<file path="config.mk">
export PLATFORM = sky130hd
export DESIGN_NAME = song_reader_poly
export DESIGN_NICKNAME = d
export VERILOG_FILES = /design/src/rtl/song_reader_pkg.sv /design/src/rtl/song_reader_poly_voice_slot_bank.sv /design/src/rtl/song_reader_poly.sv
export SDC_FILE = /design/constraint.sdc
export NUM_CORES = 1
export LEC_CHECK = 0
export CAP_MARGIN = 20
export CORE_UTILIZATION = 40
export CTS_CLUSTER_DIAMETER = 100
export DETAILED_ROUTE_END_ITERATION = 10
export GPL_TIMING_DRIVEN = 0
export PLACE_DENSITY = 0.65
export SLEW_MARGIN = 20
export SYNTH_ARGS = -nofsm -noshare
export SYNTH_HDL_FRONTEND = slang
export SYNTH_SLANG_ARGS = --single-unit
</file>
<file path="constraint.sdc">
create_clock -name clk -period 3.6 [get_ports clk]
set_input_delay 0.54 -clock clk [delete_from_list [all_inputs] [get_ports clk]]
set_output_delay 0.54 -clock clk [all_outputs]
set_load 0.05 [all_outputs]
</file>
<file path="src/rtl/song_reader_pkg.sv">
// Shared encodings for the polyphonic song reader: FSM states, song ROM
// field positions and the fast-seek duration shift.
package song_reader_pkg;

    typedef enum logic [2:0] {
        IDLE    = 3'd0,
        FETCH   = 3'd1,
        DECODE  = 3'd2,
        ADVANCE = 3'd3,
        PAUSED  = 3'd4,
        DONE    = 3'd5
    } state_t;

    localparam int ADV_BIT  = 15;
    localparam int NOTE_MSB = 14;
    localparam int NOTE_LSB = 9;
    localparam int DUR_MSB  = 8;
    localparam int DUR_LSB  = 3;

    localparam int SCALE_SHIFT = 2;

endpackage

</file>
<file path="src/rtl/song_reader_poly_voice_slot_bank.sv">
// Chord accumulator: fills voice slots in order and flags notes that arrive
// with every slot occupied.
module voice_slot_bank #(
    parameter int NUM_VOICES = 3,
    parameter int NOTE_W     = 6,
    parameter int DUR_W      = 6
) (
    input  logic                         clk,
    input  logic                         reset_n,
    input  logic                         load,
    input  logic                         clear,
    input  logic [NOTE_W-1:0]            note,
    input  logic [DUR_W-1:0]             dur,
    output logic [NUM_VOICES*NOTE_W-1:0] notes,
    output logic [NUM_VOICES*DUR_W-1:0]  durs,
    output logic [NUM_VOICES-1:0]        valid,
    output logic                         drop
);

    localparam int FILL_W = $clog2(NUM_VOICES + 1);

    logic [FILL_W-1:0] fill;
    logic              full;

    assign full = (fill == FILL_W'(NUM_VOICES));
    assign drop = load & full;

    // Clear wins over load so an end-of-song note never survives into the next pass.
    always_ff @(posedge clk or negedge reset_n) begin
        if (!reset_n) begin
            notes <= '0;
            durs  <= '0;
            valid <= '0;
            fill  <= '0;
        end else if (clear) begin
            notes <= '0;
            durs  <= '0;
            valid <= '0;
            fill  <= '0;
        end else if (load && !full) begin
            for (int i = 0; i < NUM_VOICES; i++) begin
                if (fill == FILL_W'(i)) begin
                    notes[i*NOTE_W +: NOTE_W] <= note;
                    durs[i*DUR_W +: DUR_W]    <= dur;
                    valid[i]                  <= 1'b1;
                end
            end
            fill <= fill + FILL_W'(1);
        end
    end

endmodule

</file>
<file path="src/rtl/song_reader_poly.sv">
// Song ROM walker that groups note entries into chords and paces them by beats.
// Define SONG_READER_LOOP_EN to wrap around at the song boundary instead of stopping.
module song_reader_poly #(
    parameter int NUM_VOICES  = 3,
    parameter int NUM_SONGS   = 4,
    parameter int SONG_ADDR_W = 7,
    parameter int NOTE_W      = 6,
    parameter int DUR_W       = 6,
    localparam int SONG_SEL_W = $clog2(NUM_SONGS)
) (
    input  logic                              clk,
    input  logic                              reset_n,
    input  logic                              play,
    input  logic                              beat,
    input  logic                              rewind,
    input  logic                              ff,
    input  logic [SONG_SEL_W-1:0]             song,
    output logic [SONG_SEL_W+SONG_ADDR_W-1:0] rom_addr,
    input  logic [15:0]                       rom_data,
    output logic [NUM_VOICES*NOTE_W-1:0]      notes_out,
    output logic [NUM_VOICES*DUR_W-1:0]       durations_out,
    output logic [NUM_VOICES-1:0]             voice_valid,
    output logic                              new_note,
    output logic                              song_done,
    output logic                              overflow
);

    import song_reader_pkg::*;

    state_t                       state;
    logic [SONG_ADDR_W-1:0]       ptr;
    logic [SONG_ADDR_W-1:0]       ptr_step;
    logic [SONG_SEL_W-1:0]        song_latched;
    logic [DUR_W-1:0]             counter;
    logic [DUR_W-1:0]             dur_scaled;
    logic [NOTE_W-1:0]            rom_note;
    logic                         rom_adv;
    logic                         song_chg;
    logic                         decoding;
    logic                         at_end;
    logic                         slot_load;
    logic                         slot_clear;
    logic                         slot_drop;
    logic [NUM_VOICES*NOTE_W-1:0] slot_notes;
    logic [NUM_VOICES*DUR_W-1:0]  slot_durs;
    logic [NUM_VOICES-1:0]        slot_valid;
    logic                         unused_rom_bits;

    // Seeking shortens durations but never turns a real duration into zero.
    function automatic logic [DUR_W-1:0] scale_dur(input logic [DUR_W-1:0] d, input logic fast);
        logic [DUR_W-1:0] s;
        s = d >> SCALE_SHIFT;
        if (!fast)
            return d;
        if (s == '0 && d != '0)
            return DUR_W'(1);
        return s;
    endfunction

    assign rom_addr        = {song_latched, ptr};
    assign rom_adv         = rom_data[ADV_BIT];
    assign rom_note        = rom_data[NOTE_MSB:NOTE_LSB];
    assign dur_scaled      = scale_dur(rom_data[DUR_MSB:DUR_LSB], rewind | ff);
    assign unused_rom_bits = ^rom_data[DUR_LSB-1:0];

    assign ptr_step   = rewind ? ptr - SONG_ADDR_W'(1) : ptr + SONG_ADDR_W'(1);
    assign at_end     = rewind ? (ptr == '0) : (ptr == '1);
    assign song_chg   = (state != IDLE) && (song != song_latched);
    assign decoding   = (state == DECODE) && play && !song_chg;
    assign slot_load  = decoding && !rom_adv;
    assign slot_clear = song_chg || (decoding && (rom_adv || at_end));

    voice_slot_bank #(
        .NUM_VOICES (NUM_VOICES),
        .NOTE_W     (NOTE_W),
        .DUR_W      (DUR_W)
    ) u_slots (
        .clk     (clk),
        .reset_n (reset_n),
        .load    (slot_load),
        .clear   (slot_clear),
        .note    (rom_note),
        .dur     (dur_scaled),
        .notes   (slot_notes),
        .durs    (slot_durs),
        .valid   (slot_valid),
        .drop    (slot_drop)
    );

    always_ff @(posedge clk or negedge reset_n) begin
        if (!reset_n) begin
            state         <= IDLE;
            ptr           <= '0;
            song_latched  <= '0;
            counter       <= '0;
            notes_out     <= '0;
            durations_out <= '0;
            voice_valid   <= '0;
            new_note      <= 1'b0;
            song_done     <= 1'b0;
            overflow      <= 1'b0;
        end else begin
            new_note  <= 1'b0;
            song_done <= 1'b0;
            if (song_chg) begin
                state         <= IDLE;
                ptr           <= '0;
                notes_out     <= '0;
                durations_out <= '0;
                voice_valid   <= '0;
                overflow      <= 1'b0;
            end else begin
                case (state)
                    IDLE: begin
                        song_latched <= song;
                        if (play)
                            state <= FETCH;
                    end
                    FETCH: begin
                        state <= play ? DECODE : PAUSED;
                    end
                    DECODE: begin
                        if (!play) begin
                            state <= PAUSED;
                        end else begin
                            ptr <= ptr_step;
                            if (rom_adv) begin
                                notes_out     <= slot_notes;
                                durations_out <= slot_durs;
                                voice_valid   <= slot_valid;
                                new_note      <= 1'b1;
                                counter       <= dur_scaled;
                                state         <= (dur_scaled == '0) ? FETCH : ADVANCE;
                            end else begin
                                if (slot_drop)
                                    overflow <= 1'b1;
                                state <= FETCH;
                            end
                            if (at_end) begin
                                song_done <= 1'b1;
`ifdef SONG_READER_LOOP_EN
                                state <= FETCH;
`else
                                ptr   <= '0;
                                state <= DONE;
`endif
                            end
                        end
                    end
                    ADVANCE: begin
                        if (!play) begin
                            state <= PAUSED;
                        end else if (beat) begin
                            counter <= counter - DUR_W'(1);
                            if (counter == DUR_W'(1))
                                state <= FETCH;
                        end
                    end
                    PAUSED: begin
                        if (play)
                            state <= FETCH;
                    end
                    DONE: begin
                        if (!play)
                            state <= IDLE;
                    end
                    default: state <= IDLE;
                endcase
            end
        end
    end

endmodule

</file>
==> run metrics <==
status finished, final reports clean; Total Power 3.24 mW; Leakage 2.59 nW; clock skew after layout 9.30 ps; CTS Sinks 101; drt pass-1 iters 4; #FFs+latches synth 101; Antenna Diode Count 0; CTS Root Cell clkbuf_16; clock buffer depth 2; Rows 39; vias per cell 5.51; EDFF count, synth 0; CP Data Required Time 3830 ps; Worst Tran Pin Value 654 ps; most frequent cell after synthesis dfrtp_1; Avg Inst Size Synth 10.8 um^2; prevailing post-synth register cell dfrtp_1; WP data arrival 3060 ps; worst r2r src ptr[0]; cell area after synthesis 4670 um^2; Skew-Pair Late Insertion Delay 350 ps; CTS H-tree depth 3; pin count of the biggest net entering global routing 58; DRC Markers 0; post-synthesis cell count 434; critical path startpoint rewind; global route overflow 0; fin. max-slew vios 0; DIE AREA 12100 um^2; Die Wd 110 um; Final Hold Slack 117 ps; leading area contributor after synthesis dfrtp_1; share of the synthesized area in the top cell type 0.541; io pins 75; RSZ-0062 raised after global routing no; Crit Path Category in2reg; CTS buffer count 9; Final Setup Violations 0; Cell Pwr Density 552 nW/um^2; Post-Syn Nets 470; Max-Cap Viols 0; Resized Gates After CTS 0; HPWL after DPL 8000 um; count of different cell masters after synthesis 51; Critical Path Source Type primary input; final hold vios 0; post-synthesis sequential area ratio 0.541; Worst R2R Path Depth 6; type of destination of the critical path flip-flop; Reg clk slew, reported paths 70 ps; port buffer count 70; min cycle time layout 2830 ps; First DRT Iteration DRCs 231; fmax 0.353 GHz; # nets final 552; yosys warns 0; worst vdd ir 0.558 mV; top post-synthesis cells by area dfrtp_1, a22o_1, a21oi_1, nand2_1, nand3_1; DR WL/cell 16.8 um; Post-synth top cells dfrtp_1, a22o_1, nand2_1; total routed wirelength 11100 um; antenna viol nets, final 0; Hold Crit Class in2async; vias 3657; Placeable Area 11400 um^2; Hold-fix buffers, CTS 0; crit path max fanout 14; Async SR Flop Fraction 1.00; via count of the first global-routing pass 3651; fraction of layout cells with a size suffix above 1 0.111; setup bufs post-CTS 0; period utilization 0.786; Global Route Usage Sum 0.200; Die Y 110 um; TritonCTS clock tree done; Initial Utilization 0.409; Core Util, Final 0.514; GPL Wtd Cong 0.766; Rel. slew slack 0.561; area grow syn2layout 25.6%; initial antenna violation count 0; first-pass GRT wire length 18300 um
-- flip-flops by register name, summed over array words and instances, names as in the netlist --
| signal | flops |
|---|---|
| song_latched | 2 |
| overflow | 1 |
| u_slots.fill | 2 |
| counter | 6 |
| u_slots.notes | 18 |
| notes_out | 18 |
| new_note | 1 |
| ptr | 7 |
| state | 3 |
| durations_out | 18 |
| voice_valid | 3 |
| u_slots.valid | 3 |
| u_slots.durs | 18 |
| song_done | 1 |
-- area by class of cell --
type	instances	area (um^2)
multi-input cells	296	1940
plain buffers	31	186
flip-flops and latches	101	2530
inverters	6	22.5
clock inverters	7	63.8
clock buffers	9	225
fillers	1063	5550
repair buffers	71	729
well taps	143	179
-- placed cells by master (no fill, tap or decap), drive strengths merged, types with 6 or more instances in the layout --
master         count
a21oi             43
a22o              49
and2               6
buf               25
clkbuf            17
clkdlybuf4s50     69
dfrtp            101
ha                11
inv               10
mux2               7
mux2i              6
nand2             49
nand3             35
nor2              21
o21ai             14
xnor2              6
-- kinds of logic (layout without fill, tap and decap cells) --
group	Yosys count	after routing	synth area share
DFF	101	101	0.541
AOI/OAI and AO/OA	125	125	0.191
muxes	13	13	0.0297
xor gates and xnor gates	7	7	0.0131
buffers and inverters	37	124	0.0447
adders and majority gates	12	12	0.0337
and+or+nand+nor	139	139	0.147
-- layer usage --
metal | vias up | global-route usage | part of all wire
li1 | 1743 | - | -
met1 | 1804 | 0.265 | 0.47
met2 | 97 | 0.329 | 0.47
met5 | - | 0 | 0
met4 | 0 | 0.0526 | 0.011
met3 | 13 | 0.0464 | 0.050
-- worst paths after layout --
check / slack (ps) / end
hold reg to reg: 500 / notes_out[13]
setup reg to reg: 1350 / ptr[6]
min in group clk: 500 / notes_out[13]
max in group asynchronous: 2850 / u_slots.durs[6]
setup / recovery: 770 / ptr[6]
hold / removal: 120 / notes_out[2]
-- worst max-delay path, stage by stage --
cell and delay, ps:
clkdlybuf4s50_1 710, fa_1 600, a211oi_1 350, nor4b_1 100, a2111oi_0 520, nand2b_1 170
mux2i_1 60
-- metrics by stage --
step	instance area, um^2	worst slack [ps]	cells	setup TNS (ps)
finish	5870	770	664	0
global placement	5550	-1720	647	-172530
CTS	5870	736	664	0
floorplan	4670	1390	434	0
detailed placement	5580	386	648	0
global route	5870	550	664	0
-- where the power goes --
| part | total, mW | switching [mW] | internal, mW |
|---|---|---|---|
| sequential | 1.25 | 0.0605 | 1.19 |
| combinational | 1.05 | 0.671 | 0.375 |
| clock | 0.942 | 0.456 | 0.486 |
| total | 3.24 | 1.19 | 2.05 |
(Power assumes the default switching activity.)
